`config.mk`:
```
export PLATFORM = sky130hd
export DESIGN_NAME = m_irq_ctrl
export DESIGN_NICKNAME = d
export VERILOG_FILES = /design/src/rtl/irq_pkg.sv /design/src/rtl/m_irq_sync.sv /design/src/rtl/m_irq_ctrl.sv
export SDC_FILE = /design/constraint.sdc
export NUM_CORES = 1
export LEC_CHECK = 0
export BUFFER_PORTS_ARGS = -buffer_cell sky130_fd_sc_hd__buf_4
export CELL_PAD_IN_SITES_DETAIL_PLACEMENT = 1
export CELL_PAD_IN_SITES_GLOBAL_PLACEMENT = 2
export CORE_MARGIN = 5
export CORE_UTILIZATION = 17
export CTS_CLUSTER_DIAMETER = 150
export CTS_CLUSTER_SIZE = 12
export DETAILED_ROUTE_END_ITERATION = 10
export PLACE_DENSITY_LB_ADDON = 0.1
export SYNTH_ARGS = -nofsm -noshare
export SYNTH_HDL_FRONTEND = slang
export SYNTH_SLANG_ARGS = --single-unit
```
`constraint.sdc`:
```
create_clock -name clk -period 1.8 [get_ports clk]
set_clock_uncertainty 0.1 [all_clocks]
set_input_delay 0.18 -clock clk [delete_from_list [all_inputs] [get_ports clk]]
set_output_delay 0.18 -clock clk [all_outputs]
set_load 0.02 [all_outputs]
```
`src/rtl/irq_pkg.sv`:
```
// Shared constants and types for the machine-mode interrupt front end.
package irq_pkg;

   // mcause exception codes for the machine interrupts handled here
   localparam logic [3:0] CAUSE_NONE = 4'd0;
   localparam logic [3:0] CAUSE_MSI  = 4'd3;
   localparam logic [3:0] CAUSE_MTI  = 4'd7;
   localparam logic [3:0] CAUSE_MEI  = 4'd11;

   // bit positions of the sources inside mip / mie
   localparam int IDX_MSI = 3;
   localparam int IDX_MTI = 7;
   localparam int IDX_MEI = 11;

   typedef enum logic [1:0] {
      ST_IDLE  = 2'd0,
      ST_PEND  = 2'd1,
      ST_TAKEN = 2'd2
   } irq_state_e;

   // Fixed priority MEI > MSI > MTI; returns CAUSE_NONE when nothing is pending.
   function automatic logic [3:0] arb_cause(input logic p_mei, input logic p_msi, input logic p_mti);
      logic [3:0] c;
      c = CAUSE_NONE;
      if (p_mei)      c = CAUSE_MEI;
      else if (p_msi) c = CAUSE_MSI;
      else if (p_mti) c = CAUSE_MTI;
      return c;
   endfunction

   // Is the source behind a latched cause still pending-and-enabled?
   function automatic logic cause_pending(input logic [3:0] cause, input logic p_mei,
                                          input logic p_msi, input logic p_mti);
      logic p;
      case (cause)
         CAUSE_MEI: p = p_mei;
         CAUSE_MSI: p = p_msi;
         CAUSE_MTI: p = p_mti;
         default:   p = 1'b0;
      endcase
      return p;
   endfunction

endpackage

```
`src/rtl/m_irq_sync.sv`:
```
// Flop-chain synchroniser for a level signal crossing into the clk domain.
module m_irq_sync #(
   parameter int STAGES = 2
) (
   input  logic clk,
   input  logic reset,
   input  logic d,
   output logic q
);

   logic [STAGES-1:0] chain;

   // shift the async level through STAGES flops; output is the last stage
   always_ff @(posedge clk or posedge reset) begin
      if (reset) chain <= '0;
      else       chain <= {chain[STAGES-2:0], d};
   end

   assign q = chain[STAGES-1];

endmodule

```
`src/rtl/m_irq_ctrl.sv`:
```
// Machine interrupt front end: mie register, mip read view, priority arbiter
// and the request FSM that hands one frozen cause to the core.
//
// Handshake: irq_req is a registered level. While irq_req=1, irq_cause is stable.
// The core accepts by driving irq_ack=1 for a cycle in which irq_req=1; irq_req
// drops on the next cycle. irq_ack at any other time is ignored. The request may
// also be withdrawn (no ack) if its source or mstatus_mie goes away; an ack in
// the same cycle as a withdraw condition is still honoured.
module m_irq_ctrl
   import irq_pkg::*;
#(
   parameter int SYNC_STAGES = 2
) (
   input  logic        clk,
   input  logic        reset,
   input  logic        msip_i,
   input  logic        mtip_i,
   input  logic        meip_async,
   input  logic        mstatus_mie,
   input  logic        mie_we,
   input  logic [31:0] mie_wdata,
   output logic [31:0] mie_rdata,
   output logic [31:0] mip_rdata,
   output logic        irq_req,
   output logic [3:0]  irq_cause,
   input  logic        irq_ack,
   output irq_state_e  state_dbg
);

   logic       meip_s;
   logic       mie_msi, mie_mti, mie_mei;
   logic       p_msi, p_mti, p_mei;
   logic       eligible;
   logic       seen_mie_low;
   irq_state_e state;

   // external pin is asynchronous; everything else is already in clk domain
   m_irq_sync #(.STAGES(SYNC_STAGES)) u_meip_sync (
      .clk   (clk),
      .reset (reset),
      .d     (meip_async),
      .q     (meip_s)
   );

   // only the three implemented enable bits are stored
   always_ff @(posedge clk or posedge reset) begin
      if (reset) begin
         mie_msi <= 1'b0;
         mie_mti <= 1'b0;
         mie_mei <= 1'b0;
      end else if (mie_we) begin
         mie_msi <= mie_wdata[IDX_MSI];
         mie_mti <= mie_wdata[IDX_MTI];
         mie_mei <= mie_wdata[IDX_MEI];
      end
   end

   // unimplemented write bits are deliberately dropped
   logic unused_wdata;
   assign unused_wdata = ^{mie_wdata[31:12], mie_wdata[10:8], mie_wdata[6:4], mie_wdata[2:0]};

   assign mie_rdata = {20'b0, mie_mei, 3'b0, mie_mti, 3'b0, mie_msi, 3'b0};
   assign mip_rdata = {20'b0, meip_s, 3'b0, mtip_i, 3'b0, msip_i, 3'b0};

   assign p_msi    = msip_i & mie_msi;
   assign p_mti    = mtip_i & mie_mti;
   assign p_mei    = meip_s & mie_mei;
   assign eligible = mstatus_mie & (p_msi | p_mti | p_mei);

   // request FSM; irq_req/irq_cause are registered here so nothing reaches them combinationally
   always_ff @(posedge clk or posedge reset) begin
      if (reset) begin
         state        <= ST_IDLE;
         irq_req      <= 1'b0;
         irq_cause    <= CAUSE_NONE;
         seen_mie_low <= 1'b0;
      end else begin
         case (state)
            ST_IDLE: begin
               if (eligible) begin
                  state     <= ST_PEND;
                  irq_req   <= 1'b1;
                  irq_cause <= arb_cause(p_mei, p_msi, p_mti);
               end
            end
            ST_PEND: begin
               if (irq_ack) begin
                  state        <= ST_TAKEN;
                  irq_req      <= 1'b0;
                  irq_cause    <= CAUSE_NONE;
                  seen_mie_low <= 1'b0;
               end else if (!mstatus_mie || !cause_pending(irq_cause, p_mei, p_msi, p_mti)) begin
                  state     <= ST_IDLE;
                  irq_req   <= 1'b0;
                  irq_cause <= CAUSE_NONE;
               end
            end
            ST_TAKEN: begin
               // core clears mstatus.MIE on trap entry and restores it on mret
               if (!seen_mie_low) begin
                  if (!mstatus_mie) seen_mie_low <= 1'b1;
               end else if (mstatus_mie) begin
                  state        <= ST_IDLE;
                  seen_mie_low <= 1'b0;
               end
            end
            default: begin
               state     <= ST_IDLE;
               irq_req   <= 1'b0;
               irq_cause <= CAUSE_NONE;
            end
         endcase
      end
   end

   assign state_dbg = state;

endmodule
```
* Yosys cells after proc, flatten, opt, wreduce, memory -nomap -nowiden *
Index checks and enable logic that the tools add are counted.

storage, ports and cells
  output and inout port bits = 71
  logic and storage cells = 56
  bits of input ports = 40
  flip-flop bits (word level) = 13

operators by class
  reductions and logical operators = 8
  bitwise gates (word level) = 7
  mux-type cells = 23
  eq/ne operators = 10

operator list
  cell                count
  $mux 4              4
  $pmux 4 s3          1
  $mux 2              5
  $ne 2x2->1 const B  4
  $mux 1              7
  $mux 3              2
  $pmux 1 s3          2
  $pmux 2 s3          1
  $and 1x1->1         4
  $eq 4x2->1 const B  1
  $eq 4x3->1 const B  1
  $eq 4x4->1 const B  1
  $reduce_and 4->1    1
  $ne 3x3->1 const B  1
  $reduce_and 3->1    1
  $eq 2x1->1 const B  1
  $eq 2x2->1 const B  1
  $logic_not 1->1     2
  $logic_not 2->1     1
  $or 1x1->1          2
  $pmux 1 s2          1
  $reduce_and 2->1    1
  $reduce_bool 2->1   1
  $logic_or 1x1->1    1
  $not 1->1           1

* Depth between registers and ports, before layout *
  depth in word-level cells = 9
  depth in mapped cells = 5
  depth with buffers taken out = 4

* By module *
Synthesis repeated with hierarchy kept, for this count alone.

second synthesis, totals
  cells, all modules = 120
  area, all modules = 1,099.8 µm²

modules (own cells, without submodules)
  module      cells each  area each (µm²)  instances
  m_irq_ctrl  117         1,046.0          1
  m_irq_sync  3           53.8             1

* Least setup slack after synthesis *
OpenSTA, ideal clock, no wires.

  kind = reg2reg
  start = register state[0], in the netlist state_dbg[0]
  end = register irq_req
  arrival time = 1.277 ns
  path buffers = 1
  path slack = 0.302 ns
  library setup time = 0.121 ns
  stages on the path, launching flop included = 6
  period minus slack after synthesis = 1.498 ns
  cell sequence = dfrtp_1 buf_6 nand4b_4 nor4_4 a21oi_1 a2bb2oi_1

on the way
  word-level cells in the longest chain between the ends = 3

RTL lines
  item                                                       RTL line          source
  start: declaration                                         m_irq_ctrl.sv:35  irq_state_e state;
  start signal: assignment                                   m_irq_ctrl.sv:73  state <= ST_IDLE;
  start signal: assignment                                   m_irq_ctrl.sv:81  state <= ST_PEND;
  start signal: assignment                                   m_irq_ctrl.sv:88  state <= ST_TAKEN;
  $eq 2x1->1, or another cell as far along                   m_irq_ctrl.sv:78  case (state)
  $ne 3x3->1 (no source line), or another cell as far along  --
  $reduce_and 3->1 (no source line)                          --
  end signal: assignment                                     m_irq_ctrl.sv:74  irq_req <= 1'b0;
  end signal: assignment                                     m_irq_ctrl.sv:82  irq_req <= 1'b1;
  end signal: assignment                                     m_irq_ctrl.sv:89  irq_req <= 1'b0;
  end: declaration                                           m_irq_ctrl.sv:24  output logic irq_req,

Parallel ways exist; a longest one is shown, timed or not.
A chain may end at the register's enable or synchronous reset.

* Worst setup path in the final report *
  start = register state[1], in the netlist state_dbg[1]
  end = register irq_req

The elaborated chain is that of the path after synthesis.

==> metrics.csv <==
metric,value,unit
status,"finished, final reports clean",
Netlist cell types,25,
largest net degree at the start of global routing,13,
Critical Path Source Type,flip-flop,
final WL,2.42,mm
placed wire-length estimate,2.06,mm
CTS Sinks,12,
average instance area after synthesis,9.31,um^2
Layout Nets,177,
Initial DRC Count,16,
proportion of layout cells with a drive suffix above 1,25.0,%
CP Max Fanout,7,
# DRC,0,
Die Footprint,7990,um^2
RSZ-0062 raised after global routing,no,
Num CTS Buffers,3,
GR Overflow Total,0,
Peak Freq,660,MHz
Ports,111,
crit path kind,reg -> reg,
Starting Density,17.2,%
Clock Latency Late Sink,0.25,ns
"commonest non-fill, non-tap cell in the layout",conb_1,
clk slew on worst S/H paths,0.06,ns
Total Power,1.44,mW
Crit path arrival time,1.58,ns
"commonest non-fill, non-tap cells in the layout","58 x conb_1, 24 x buf_4, 12 x dfrtp_1",
post-synthesis sequential area ratio,28.0,%
Setup-failing EPs final,0,
crit path capture type,flip-flop,
H-tree depth,1,
Tmin final,1.52,ns
power density cells,1270,nW/um^2
first-pass GRT wire length,3.56,mm
CTS tree,built,
register area,300,um^2
WP data required,1.87,ns
fin util,18.2,%
ANT cells,0,
post-CTS sizing,0,
max-cap violations,0,
area share of the largest cell type after synthesis,45.6,%
CTS Hold Bufs,2,
# fillers,759,
vias in the first global route,731,
area of the multi-input gates,482,um^2
via count,654,
VDD IR max,0.379,mV
synth top area cells,"buf_4 46%, dfrtp_1 28%, mux2_2 3.2%, nand4b_4 2.2%, nor4_4 2.0%",
max-slew violations,0,
"Cell Count, Final, Fillers Out",213,
RD Place Congestion,0.751,
leakage,0.594,nW
cells after synthesis,115,
CTS Buffer Depth,2,
port buffer count,23,
Synth warnings,0,
final hold vios,0,
postcts setup bufs,0,
DRT Pass-1 Iters,2,
Area growth syn-to-layout,6.19,%
Min-Delay Path Class,in -> reg,
routed vias/inst,3.07,
initial antenna violation count,0,
#FFs+latches synth,12,
core area,6240,um^2
clock root cell,clkbuf_8,
routed length per placed instance,11.4,um
chip width,89.4,um
cell count after placement,207,
period utilisation layout,84.2,%
synthesized area,1070,um^2
All-Layer GR Usage,5.95,%
Die Span Y,89.4,um
Yosys top cell by area,buf_4,
site row count,29,
total negative slack,0,ns
post-route ant nets,0,
[Yosys cell counts, drive strengths merged]
library cell	instances
buf	66
dfrtp	12
mux2	3
nand2	3
nor2	3
nor2b	3
o21ai	3
a21oi	2
a22o	2
a2bb2oi	2
and2b	2
nand3	2
nor3	2
a211o	1
a211oi	1
a21boi	1
a221oi	1
a31oi	1
conb	1
inv	1
nand4b	1
nor4	1
o211ai	1
[worst max-delay path, stage by stage, from the launching register on]
cell	delay, ns
dfrtp_1	0.46
nand4b_4	0.21
nor4_4	0.37
nand2_2	0.13
a2bb2oi_1	0.17
[metal layers]
| layer | track usage [%] | up-vias | wire, um | share of wire, % |
|---|---|---|---|---|
| li1 | - | 298 | - | - |
| met1 | 6.15 | 308 | 892 | 37 |
| met2 | 10.9 | 43 | 1260 | 52 |
| met3 | 1.47 | 5 | 219 | 9.0 |
| met4 | 3.25 | 0 | 49 | 2.0 |
| met5 | 0 | - | 0 | 0 |
[per-stage QoR]
stage                     hold WS, ns  setup slack [ns]  cell area (um^2)
after floorplan               -0.0553             0.302              1280
after global placement          0.143             0.279              1060
after detailed placement        0.149             0.250              1060
after CTS                      0.0594             0.250              1140
after global routing           0.0623             0.144              1140
final                          0.0623             0.284              1140
[report_power, final]
group	internal [mW]	switching [mW]
sequential	0.355	0.114
clock	0.194	0.114
combinational	0.265	0.401
total	0.814	0.629
[path summary, 6_finish.rpt]
path                            cells past startpoint                             end  slack [ns]                            from
min in group asynchronous                           3  u_meip_sync.chain[1]$_DFF_PP0_        0.41                           reset
worst max-delay path                                4             irq_req$_DFFE_PP0P_        0.28        state_dbg[1]$_DFFE_PP0P_
max in group asynchronous                           3        state_dbg[1]$_DFFE_PP0P_        0.84                           reset
worst min register to register                      0  u_meip_sync.chain[1]$_DFF_PP0_        0.25  u_meip_sync.chain[0]$_DFF_PP0_
worst min-delay path                                2             mie_mti$_DFFE_PP0P_        0.06                    mie_wdata[7]
worst max register to register                      4             irq_req$_DFFE_PP0P_        0.28        state_dbg[1]$_DFFE_PP0P_
[cell families (layout without fill, tap and decap cells)]
logic type | Yosys count | after routing | synth area share (%)
simple gates | 17 | 17 | 11.6
compound gates | 15 | 15 | 9.93
buf+inv | 67 | 31 | 47.0
flops | 12 | 12 | 28.0
mux | 3 | 3 | 3.15
other cells | 1 | 58 | 0.350
[flip-flops by register name, indices dropped and copies added, names as in the netlist]
register	cells
mie_msi	1
irq_cause	3
u_meip_sync.chain	2
mie_mei	1
seen_mie_low	1
state_dbg	2
irq_req	1
mie_mti	1
[layout make-up]
cell class,instances,area share (%)
tap,77,8.47
multi-input combinational,93,42.4
sequential,12,26.4
timing repair buffer,26,17.6
clock buffer,4,4.84
inverter,1,0.330
(Power assumes the default switching activity.)
